[config.mk]
export PLATFORM = sky130hd
export DESIGN_NAME = turbo_c2b_sched_flat
export DESIGN_NICKNAME = d
export VERILOG_FILES = /design/src/rtl/turbo_pkg.sv /design/src/rtl/turbo_c2b_sched_if.sv /design/src/rtl/nib_buf.sv /design/src/rtl/turbo_c2b_sched.sv /design/src/flat_wrapper.sv
export SDC_FILE = /design/constraint.sdc
export NUM_CORES = 1
export LEC_CHECK = 0
export CORE_MARGIN = 2
export CORE_UTILIZATION = 55
export CTS_CLUSTER_DIAMETER = 120
export DETAILED_ROUTE_END_ITERATION = 8
export GPL_TIMING_DRIVEN = 0
export HOLD_SLACK_MARGIN = 0.03
export PLACE_DENSITY = 0.73
export SYNTH_ARGS = -nofsm -noshare
export SYNTH_HDL_FRONTEND = slang
export SYNTH_SLANG_ARGS = --single-unit
[constraint.sdc]
create_clock -name clk -period 4.66 [get_ports clk]
set_input_delay 0.466 -clock clk [delete_from_list [all_inputs] [get_ports clk]]
set_output_delay 0.466 -clock clk [all_outputs]
set_load 0.03 [all_outputs]
[src/rtl/turbo_pkg.sv]
// Shared constants, state encoding and beat payload for the turbo encoder output stage.
package turbo_pkg;

   localparam int unsigned FRAME_BITS = 64;
   localparam int unsigned NIB_W      = 4;
   localparam int unsigned NUM_NIB    = FRAME_BITS / NIB_W;
   localparam int unsigned NUM_BEATS  = 3 * NUM_NIB;
   localparam int unsigned CYC_W      = $clog2(FRAME_BITS + NUM_NIB);
   localparam int unsigned BEAT_W     = $clog2(NUM_BEATS);
   localparam int unsigned IDX_W      = $clog2(NUM_NIB);
   localparam int unsigned SEL_W      = 2;

   typedef enum logic [1:0] {IDLE, FILL, CAPTURE, DRAIN} state_e;

   typedef enum logic [SEL_W-1:0] {SYS = 2'd0, P1 = 2'd1, P2 = 2'd2} stream_e;

   typedef struct packed {
      logic [NIB_W-1:0] data;
      stream_e          sel;
      logic             last;
   } beat_t;

endpackage

[src/rtl/turbo_c2b_sched_if.sv]
// Nibble drain port from the frame scheduler to the symbol mapper.
interface turbo_c2b_sched_if;

   logic [turbo_pkg::NIB_W-1:0] out_data;
   logic [1:0]                  out_sel;
   logic                        out_valid;
   logic                        out_ready;
   logic                        out_last;

   modport master (output out_data, out_sel, out_valid, out_last, input out_ready);
   modport slave  (input out_data, out_sel, out_valid, out_last, output out_ready);

endinterface

[src/rtl/nib_buf.sv]
// One packer stream's nibble store: synchronous write, asynchronous read, contents not reset.
module nib_buf
   import turbo_pkg::*;
(
   input  logic             clk,
   input  logic             wr_en,
   input  logic [IDX_W-1:0] wr_idx,
   input  logic [NIB_W-1:0] wr_data,
   input  logic [IDX_W-1:0] rd_idx,
   output logic [NIB_W-1:0] rd_data
);

   logic [NIB_W-1:0] mem_q [NUM_NIB];

   always_ff @(posedge clk) begin
      if (wr_en) mem_q[wr_idx] <= wr_data;
   end

   assign rd_data = mem_q[rd_idx];

endmodule

[src/rtl/turbo_c2b_sched.sv]
// Frame scheduler: enables the packers for one frame, captures their nibbles and
// drains them interleaved (sys, p1, p2 per index) over a valid/ready port.
module turbo_c2b_sched
   import turbo_pkg::*;
(
   input  logic             clk,
   input  logic             rst_n,
   input  logic             frame_req,
   input  logic             frame_abort,
   output logic             frame_ack,
   output logic             c2b_en,
   output logic             busy,
   input  logic [NIB_W-1:0] nib_sys,
   input  logic [NIB_W-1:0] nib_p1,
   input  logic [NIB_W-1:0] nib_p2,
   turbo_c2b_sched_if.master out_if
);

   state_e            state_q, state_d;
   logic [CYC_W-1:0]  cyc_cnt_q, cyc_cnt_d;
   logic [BEAT_W-1:0] beat_cnt_q, beat_cnt_d, beat_nxt;
   logic              frame_ack_q, frame_ack_d;
   logic              c2b_en_q, c2b_en_d;
   logic              out_valid_q, out_valid_d;
   beat_t             out_q, out_d;
   logic              wr_en, fire, load_beat;
   logic [IDX_W-1:0]  wr_idx, rd_idx;
   stream_e           rd_sel;
   logic [NIB_W-1:0]  rd_sys, rd_p1, rd_p2, rd_data;

   assign fire   = out_valid_q & out_if.out_ready;
   assign wr_idx = IDX_W'(cyc_cnt_q - CYC_W'(FRAME_BITS));

   // Beat to present next: beat 0 on entry to DRAIN, otherwise the successor.
   assign beat_nxt = (state_q == CAPTURE) ? '0 : beat_cnt_q + BEAT_W'(1);
   assign rd_idx   = IDX_W'(beat_nxt / BEAT_W'(3));
   assign rd_sel   = stream_e'(SEL_W'(beat_nxt % BEAT_W'(3)));

   nib_buf u_buf_sys (.clk(clk), .wr_en(wr_en), .wr_idx(wr_idx), .wr_data(nib_sys),
                      .rd_idx(rd_idx), .rd_data(rd_sys));
   nib_buf u_buf_p1  (.clk(clk), .wr_en(wr_en), .wr_idx(wr_idx), .wr_data(nib_p1),
                      .rd_idx(rd_idx), .rd_data(rd_p1));
   nib_buf u_buf_p2  (.clk(clk), .wr_en(wr_en), .wr_idx(wr_idx), .wr_data(nib_p2),
                      .rd_idx(rd_idx), .rd_data(rd_p2));

   always_comb begin
      rd_data = rd_p2;
      case (rd_sel)
         SYS:     rd_data = rd_sys;
         P1:      rd_data = rd_p1;
         default: rd_data = rd_p2;
      endcase
   end

   // Next-state and output-register logic; abort overrides every state.
   always_comb begin
      state_d     = state_q;
      cyc_cnt_d   = cyc_cnt_q;
      beat_cnt_d  = beat_cnt_q;
      frame_ack_d = 1'b0;
      c2b_en_d    = c2b_en_q;
      out_valid_d = out_valid_q;
      out_d       = out_q;
      wr_en       = 1'b0;
      load_beat   = 1'b0;

      if (frame_abort) begin
         state_d     = IDLE;
         c2b_en_d    = 1'b0;
         out_valid_d = 1'b0;
         out_d       = '0;
         beat_cnt_d  = '0;
         cyc_cnt_d   = '0;
      end else begin
         case (state_q)
            IDLE: begin
               if (frame_req) begin
                  state_d     = FILL;
                  c2b_en_d    = 1'b1;
                  frame_ack_d = 1'b1;
                  cyc_cnt_d   = '0;
               end
            end
            FILL: begin
               cyc_cnt_d = cyc_cnt_q + CYC_W'(1);
               if (cyc_cnt_q == CYC_W'(FRAME_BITS - 1)) state_d = CAPTURE;
            end
            CAPTURE: begin
               wr_en     = 1'b1;
               cyc_cnt_d = cyc_cnt_q + CYC_W'(1);
               if (cyc_cnt_q == CYC_W'(FRAME_BITS + NUM_NIB - 1)) begin
                  state_d    = DRAIN;
                  c2b_en_d   = 1'b0;
                  beat_cnt_d = beat_nxt;
                  load_beat  = 1'b1;
               end
            end
            DRAIN: begin
               if (fire) begin
                  if (beat_cnt_q == BEAT_W'(NUM_BEATS - 1)) begin
                     state_d     = IDLE;
                     out_valid_d = 1'b0;
                     out_d       = '0;
                     beat_cnt_d  = '0;
                  end else begin
                     beat_cnt_d = beat_nxt;
                     load_beat  = 1'b1;
                  end
               end
            end
            default: state_d = IDLE;
         endcase

         if (load_beat) begin
            out_valid_d = 1'b1;
            out_d.data  = rd_data;
            out_d.sel   = rd_sel;
            out_d.last  = (beat_nxt == BEAT_W'(NUM_BEATS - 1));
         end
      end
   end

   always_ff @(posedge clk or negedge rst_n) begin
      if (!rst_n) begin
         state_q     <= IDLE;
         cyc_cnt_q   <= '0;
         beat_cnt_q  <= '0;
         frame_ack_q <= 1'b0;
         c2b_en_q    <= 1'b0;
         out_valid_q <= 1'b0;
         out_q       <= '0;
      end else begin
         state_q     <= state_d;
         cyc_cnt_q   <= cyc_cnt_d;
         beat_cnt_q  <= beat_cnt_d;
         frame_ack_q <= frame_ack_d;
         c2b_en_q    <= c2b_en_d;
         out_valid_q <= out_valid_d;
         out_q       <= out_d;
      end
   end

   assign frame_ack        = frame_ack_q;
   assign c2b_en           = c2b_en_q;
   assign busy             = (state_q != IDLE);
   assign out_if.out_valid = out_valid_q;
   assign out_if.out_data  = out_q.data;
   assign out_if.out_sel   = out_q.sel;
   assign out_if.out_last  = out_q.last;

endmodule

[src/flat_wrapper.sv]
// flat-port wrapper written by rule: the top's interface ports become plain ports
module turbo_c2b_sched_flat import turbo_pkg::*;
  (clk, rst_n, frame_req, frame_abort, frame_ack, c2b_en, busy, nib_sys, nib_p1, nib_p2, out_if_out_data, out_if_out_sel, out_if_out_valid, out_if_out_last, out_if_out_ready);
  turbo_c2b_sched_if out_if_i ();
  input  logic clk;
  input  logic rst_n;
  input  logic frame_req;
  input  logic frame_abort;
  output logic frame_ack;
  output logic c2b_en;
  output logic busy;
  input  logic [NIB_W-1:0] nib_sys;
  input  logic [NIB_W-1:0] nib_p1;
  input  logic [NIB_W-1:0] nib_p2;
  output wire logic [$bits(out_if_i.out_data)-1:0] out_if_out_data;
  output wire logic [$bits(out_if_i.out_sel)-1:0] out_if_out_sel;
  output wire logic [$bits(out_if_i.out_valid)-1:0] out_if_out_valid;
  output wire logic [$bits(out_if_i.out_last)-1:0] out_if_out_last;
  input wire logic [$bits(out_if_i.out_ready)-1:0] out_if_out_ready;
  assign out_if_out_data = out_if_i.out_data;
  assign out_if_out_sel = out_if_i.out_sel;
  assign out_if_out_valid = out_if_i.out_valid;
  assign out_if_out_last = out_if_i.out_last;
  assign out_if_i.out_ready = out_if_out_ready;
  turbo_c2b_sched u_core (.clk(clk), .rst_n(rst_n), .frame_req(frame_req), .frame_abort(frame_abort), .frame_ack(frame_ack), .c2b_en(c2b_en), .busy(busy), .nib_sys(nib_sys), .nib_p1(nib_p1), .nib_p2(nib_p2), .out_if(out_if_i));
endmodule
# Word-level counts from Yosys, hierarchy flattened
# Memory sizes are Yosys's and may differ from the RTL's.
# Cells that the tools add are included.
# W data, S select, Z words.
[word_totals]
ramBits = 192
output_inout_bits = 11
mem_count = 3
ff_bits = 25
[op_classes]
n_div = 2
muxes = 43
n_reduce_logical = 15
bitwise_logic = 1
add_sub_neg = 3
n_eq_ne = 13
[memory_table]
columns = ["memory", "depth", "word_bits", "rd", "rd_ports_with_merged_regs", "wr", "line", "rtl"]
rows = [
  ["u_core.u_buf_p1.mem_q", 16, 4, 1, 0, 1, "nib_buf.sv:13", "logic [NIB_W-1:0] mem_q [NUM_NIB];"],
  ["u_core.u_buf_p2.mem_q", 16, 4, 1, 0, 1, "nib_buf.sv:13", ""],
  ["u_core.u_buf_sys.mem_q", 16, 4, 1, 0, 1, "nib_buf.sv:13", ""],
]
[op_table]
columns = ["op", "n"]
rows = [
  ["$mux W7", 7],
  ["$mux W6", 5],
  ["$mux W1", 19],
  ["$reduce_bool A3 Y1", 6],
  ["$pmux W7 S2", 1],
  ["$eq A6 B6 Y1 const B", 2],
  ["$mux W2", 6],
  ["$pmux W6 S2", 1],
  ["$ne A3 B2 Y1 const B", 3],
  ["$reduce_and A3 Y1", 3],
  ["$pmux W2 S4", 1],
  ["$pmux W4 S2", 1],
  ["$add A7 B1 Y7 const B", 1],
  ["$eq A7 B6 Y1 const B", 1],
  ["$eq A7 B7 Y1 const B", 1],
  ["$add A6 B1 Y6 const B", 1],
  ["$div A6 B2 Y6 const B", 1],
  ["$mod A6 B2 Y6 const B", 1],
  ["$ne A3 B3 Y1 const B", 2],
  ["$reduce_and A5 Y1", 1],
  ["$eq A2 B1 Y1 const B", 2],
  ["$eq A2 B2 Y1 const B", 2],
  ["$logic_not A2 Y1", 2],
  ["$pmux W1 S2", 2],
  ["other kinds (5)", 5],
]

# Longest topological paths before layout
[logic_depth]
ltp_word = 7
depth_mapped = 22
depth_no_buf = 19

# By module
# From an unflattened synthesis, not the netlist that was laid out.
[hier_totals]
hier_cells = 633
hier_area_um2 = 9863.2
[by_module_without_submodules]
columns = ["mod", "instances", "seq_area_each_um2", "area_each_um2", "cells_each"]
rows = [
  ["nib_buf", 3, 1921.8, 2586.2, 126],
  ["turbo_c2b_sched", 1, 625.6, 2104.5, 255],
]

# Worst setup path after synthesis
# No wires, ideal clock.
[synth_timing]
path_type = "register -> register"
startpoint = "reg u_core.beat_cnt_q[1]"
endpoint = "reg u_core.out_q, in the netlist u_core.out_if.out_data[2]"
path_stages_with_launch = 21
period_less_slack_ns = 4.885
setup_slack_ns = -0.225
path_buffers = 3
t_required_ns = 4.538
arrival_ns = 4.763
setup_ns = 0.122
cell_sequence = "dfrtp_1 -> ha_1 -> buf_2 -> a311oi_2 -> nor3_1 -> o21ai_0 -> nand2_1 -> ha_1 -> o31a_1 -> a21o_1 -> ha_1 -> nor4_1 -> o31ai_1 -> o32ai_2 -> buf_2 -> buf_2 -> mux4_2 -> a22oi_1 -> o21ai_0 -> a2111o_1 -> a32o_1"
[synth_via]
elab_chain_len = 7
[synth_lines]
columns = ["element", "line", "rtl"]
rows = [
  ["start: declaration", "turbo_c2b_sched.sv:21", "logic [BEAT_W-1:0] beat_cnt_q, beat_cnt_d, beat_nxt;"],
  ["start signal: assignment", "turbo_c2b_sched.sv:135", "beat_cnt_q <= beat_cnt_d;"],
  ["$add A6 B1 Y6 or $eq A6 B6 Y1 (tied branches)", "turbo_c2b_sched.sv:35, turbo_c2b_sched.sv:100", ""],
  ["$mux W6 or $mux W1 (tied branches)", "turbo_c2b_sched.sv:35, turbo_c2b_sched.sv:100", ""],
  ["$div A6 B2 Y6 (tied with other cells)", "turbo_c2b_sched.sv:36", "assign rd_idx = IDX_W'(beat_nxt / BEAT_W'(3));"],
  ["$mem_v2 Z16 W4 (tied with other cells)", "n/a", ""],
  ["$pmux W4 S2 or $mux W1 (tied branches)", "turbo_c2b_sched.sv:48, turbo_c2b_sched.sv:67", ""],
  ["$mux W7 or $reduce_bool A3 Y1 (tied branches)", "n/a", ""],
  ["$mux W7 or $reduce_and A3 Y1 (tied branches)", "n/a", ""],
  ["end signal: assignment", "turbo_c2b_sched.sv:139", "out_q <= out_d;"],
  ["end: declaration", "turbo_c2b_sched.sv:25", "beat_t out_q, out_d;"],
]
# Parallel ways exist; a longest one is shown, timed or not. The select of a mux whose other input is x is not followed.
# A chain may end at the register's enable or synchronous reset.

# Worst setup path in the final report
[layout_timing]
startpoint = "reg u_core.beat_cnt_q[0]"
endpoint = "reg u_core.out_q, in the netlist u_core.out_if.out_data[1]"
# The elaborated chain is that of the path after synthesis.

==> results.rst <==
.. list-table::
   :header-rows: 1

   * - Metric
     - Value
   * - Max Cap Violations
     - 0
   * - Number of synthesized flops with an enable pin
     - ~190
   * - Distinct cells, synth
     - 74
   * - Number of instances in the placed design
     - 955
   * - Number of global-route vias before repair
     - 6768
   * - Worst path most repeated cell
     - sky130_fd_sc_hd__ha_4
   * - Final Slew Violations
     - 0
   * - Startpoint of the worst register-to-register path
     - u_core.beat_cnt_q[0]
   * - Highest fanout seen on the critical path
     - 6
   * - Async S/R FF share, synth
     - 0.115
   * - TritonCTS clock tree
     - built
   * - Final clock skew
     - 0.00748 ns
   * - TritonCTS buffer count
     - 23
   * - Syn Nets
     - between 700 and 800
   * - H-tree lvl count
     - 1
   * - Final worst-path setup slack
     - -0.314 ns
   * - Std-Cell Rows
     - 48
   * - Global-route wire length before repair
     - 39000 um
   * - All-layer global routing usage
     - 0.286
   * - Final routed DRC violation total
     - 0
   * - Via Count
     - 6878
   * - Synth Instances
     - 695
   * - Longest Clk Path Bufs
     - 3
   * - Yosys top cell area share
     - 0.598
   * - Final antenna-violating net count
     - 0
   * - CP startpoint
     - u_core.beat_cnt_q[0]
   * - Final total power
     - 5.72 mW
   * - Final Non-Filler Cells
     - about 1000
   * - DIE AREA
     - 0.0186 mm^2
   * - Transition time of the tightest slew-check pin
     - 1.44 ns
   * - Dominant synthesized flop cell
     - sky130_fd_sc_hd__edfxtp_1
   * - GR Overflow Total
     - 0
   * - Most common library cell in the layout ignoring fill and taps
     - sky130_fd_sc_hd__edfxtp_1
   * - First-iteration detailed-routing DRC count
     - 837
   * - Highest Clock Rate
     - 201 MHz
   * - CTS Root Cell
     - sky130_fd_sc_hd__clkbuf_16
   * - Antenna diode instance count
     - 0
   * - Clock latency at the later pin of the worst-skew pair
     - 0.52 ns
   * - Destination of the worst register-to-register timing path
     - u_core.out_if.out_data[1]
   * - Syn_area_per_cell
     - 13.9 um^2
   * - Final routed wirelength across all metal layers
     - 26700 um
   * - X dimension of the die
     - between 100 and 150 um
   * - Worst path slowest cell
     - sky130_fd_sc_hd__dfrtp_2
   * - Mean number of vias per cell
     - 6.61
   * - RSZ-0062 raised after global routing
     - yes
   * - Post-route minimum period
     - between 4 and 5 ns
   * - Wirelength per Cell
     - ~26 um
   * - Crit path to
     - u_core.out_if.out_data[1]
   * - Most frequent cells in the layout
     - sky130_fd_sc_hd__edfxtp_1 (192), sky130_fd_sc_hd__nand2_1 (64), sky130_fd_sc_hd__buf_4 (45)
   * - Hold Path Class
     - flop to flop
   * - Core area
     - 0.0172 mm^2
   * - Post-layout net count
     - 830
   * - Number of detailed-routing iterations run before antenna repair
     - 5
   * - Max-slew headroom
     - 0.0359
   * - Port Buffers
     - 27
   * - Pin count of the biggest net entering global routing
     - 26
   * - Required time of the critical path
     - 5.07 ns
   * - Mapped Area
     - roughly 0.0096 mm^2
   * - Placed wire-length estimate
     - 16400 um
   * - Power per cell area
     - 477 mW/mm^2
   * - Reg2Reg Setup Slack
     - -0.31 ns
   * - Count of cells along the worst register-to-register path
     - 21
   * - Final-report setup violation count
     - 4
   * - Library cell occupying the most area in the post-synthesis netlist
     - sky130_fd_sc_hd__edfxtp_1
   * - Arrival time of data at the critical path endpoint
     - roughly 5.4 ns
   * - Failing checks
     - setup timing
   * - Critical Path, Cell by Cell
     - ha_4, buf_8, a311oi_4, nor3_2, o21ai_2, nand2_2, ha_4, o31a_1, a21o_1, ha_4, nor4_4, o31ai_2, o32ai_4, o21ai_4, buf_12, buf_12, or4_4, a21o_4, o31ai_1, o22ai_1, a32o_1
   * - Routability cong.
     - 0.933
   * - Initial antenna violation count
     - 0
   * - Sequential-to-total area share from yosys stat
     - 0.662
   * - Initial core utilization
     - 0.560
   * - Cell types with the largest area share after synthesis
     - sky130_fd_sc_hd__edfxtp_1 (60%), sky130_fd_sc_hd__dfrtp_1 (6.5%), sky130_fd_sc_hd__mux2i_1 (3.4%)
   * - Total of warnings raised by yosys
     - 0
   * - Worst slack, placed
     - -0.902 ns
   * - Tcrit/Tclk final
     - 1.07
   * - Type of destination of the critical path
     - flop
   * - Hold Violations, Final
     - 0
   * - Worst-path clk slew
     - 0.06 ns
   * - Critical Setup Path Class
     - flop to flop
   * - Boundary Pins
     - 28
   * - Slowest Stage Delay on Critical Path
     - 0.45 ns
   * - Height of the chip
     - 136 um
   * - Seq cells post-synth
     - 217
   * - Kind of start point of the critical path
     - flop
   * - Number of sinks handled by clock tree synthesis
     - 217
   * - Fraction of final layout cells with drive strength greater than 1
     - 0.254
   * - Synthesis-to-finish area growth
     - 24.3%
   * - Leak Pwr
     - 4.05 nW
   * - Worst ir drop on vdd
     - between 0.0003 and 0.0004 V
   * - Run status
     - complete, but fails checks
==> flip-flops by register name (all words and copies together) (netlist names) <==
signal	cells
u_core.state_q	2
u_core.cyc_cnt_q	7
u_core.out_if.out_last	1
u_core.frame_ack	1
u_core.u_buf_sys.mem_q	64
u_core.out_if.out_valid	1
u_core.u_buf_p1.mem_q	64
u_core.out_if.out_data	4
u_core.u_buf_p2.mem_q	64
u_core.beat_cnt_q	6
u_core.out_if.out_sel	2
u_core.c2b_en	1
==> through the flow <==
step | util | instance area, um^2 | TNS [ns] | hold WS [ns]
final | 0.696 | 12000 | -1.05 | 0.504
after global routing | 0.696 | 12000 | -1.54 | 0.534
after CTS | 0.676 | 11600 | -0.497 | 0.498
after detailed placement | 0.600 | 10300 | -3.67 | 0.484
after global placement | 0.592 | 10200 | -3.42 | 0.485
after floorplan | - | 9660 | 0 | 0.170
==> logic make-up (layout without fill, tap and decap cells) <==
group	count (synthesis)	after routing	synth area share
xor gates and xnor gates	13	13	0.0140
and+or+nand+nor	198	198	0.0974
DFF	217	217	0.662
AOI/OAI and AO/OA	156	156	0.124
adders and majority gates	12	12	0.0156
buffers and inverters	48	169	0.0230
muxes	51	51	0.0634
==> where the power goes <==
part	switching [mW]	internal (mW)	total [mW]
registers	0.0338	2.16	2.19
clock network	0.737	1.13	1.87
logic	0.952	0.708	1.66
==> how the worst min path moves through the flow <==
stage | cells past startpoint | start | to | slack (ns)
final | 2 | u_core.out_if.out_last | u_core.out_if.out_last | 0.50
after global routing | 2 | u_core.out_if.out_last | u_core.out_if.out_last | 0.53
after CTS | 2 | u_core.out_if.out_last | u_core.out_if.out_last | 0.50
after detailed placement | 2 | u_core.out_if.out_last | u_core.out_if.out_last | 0.48
after global placement | 2 | u_core.out_if.out_last | u_core.out_if.out_last | 0.48
after floorplan | 0 | rst_n | u_core.beat_cnt_q[0] | 0.17
==> routing by layer <==
layer,routed length (um),up-vias,global-route usage
met4,1630,0,0.149
met3,2240,120,0.0556
met1,9960,3415,0.351
met5,0,-,0
li1,-,2930,-
met2,12900,413,0.481
==> Yosys cell counts (4+ instances only) <==
master,instances
sky130_fd_sc_hd__nor4_1,4
sky130_fd_sc_hd__a32o_1,5
sky130_fd_sc_hd__ha_1,12
sky130_fd_sc_hd__and2_1,7
sky130_fd_sc_hd__inv_1,12
sky130_fd_sc_hd__mux2_2,11
sky130_fd_sc_hd__nand2_1,68
sky130_fd_sc_hd__or3_1,8
sky130_fd_sc_hd__o22ai_1,7
sky130_fd_sc_hd__o21ai_0,27
sky130_fd_sc_hd__nor3_1,23
sky130_fd_sc_hd__a211oi_1,12
sky130_fd_sc_hd__a211o_1,4
sky130_fd_sc_hd__clkbuf_1,12
sky130_fd_sc_hd__a21oi_1,21
sky130_fd_sc_hd__dfrtp_1,25
sky130_fd_sc_hd__nand4_1,5
sky130_fd_sc_hd__xnor2_1,6
sky130_fd_sc_hd__xor2_1,5
sky130_fd_sc_hd__a221oi_1,21
sky130_fd_sc_hd__mux2i_1,33
sky130_fd_sc_hd__buf_4,4
sky130_fd_sc_hd__a22oi_1,6
sky130_fd_sc_hd__nand2b_1,9
sky130_fd_sc_hd__a311oi_1,5
sky130_fd_sc_hd__buf_2,15
sky130_fd_sc_hd__nor2_1,49
sky130_fd_sc_hd__nand3_1,10
sky130_fd_sc_hd__a31oi_1,5
sky130_fd_sc_hd__mux4_2,7
sky130_fd_sc_hd__edfxtp_1,192
==> critical path: cells and delay by family (launching register included) <==
family          cells  cell delay, ns
flops               1            0.45
fa+ha+maj           3            0.56
simple gates        4            0.81
compound gates     11            2.59
buf+inv             3            0.42
==> area by class of cell <==
type,count,area (um^2)
Clock buffer,27,591
Clock inverter,13,179
Multi-Input combinational cell,430,3480
Inverter,13,48.8
Tap cell,225,282
Timing Repair Buffer,81,742
Buffer,35,279
Sequential cell,217,6400
Fill cell,1129,5240
==> repair_timing <==
| action | CTS | global route |
|---|---|---|
| gates cloned | 0 | 1 |
| setup buffers | 29 | 16 |
| hold buffers | 0 | 0 |
| pin swaps | 20 | 30 |
| setup endpoints to repair | 5 | 4 |
| resized for setup | 62 | 51 |
(Power assumes the default switching activity.)
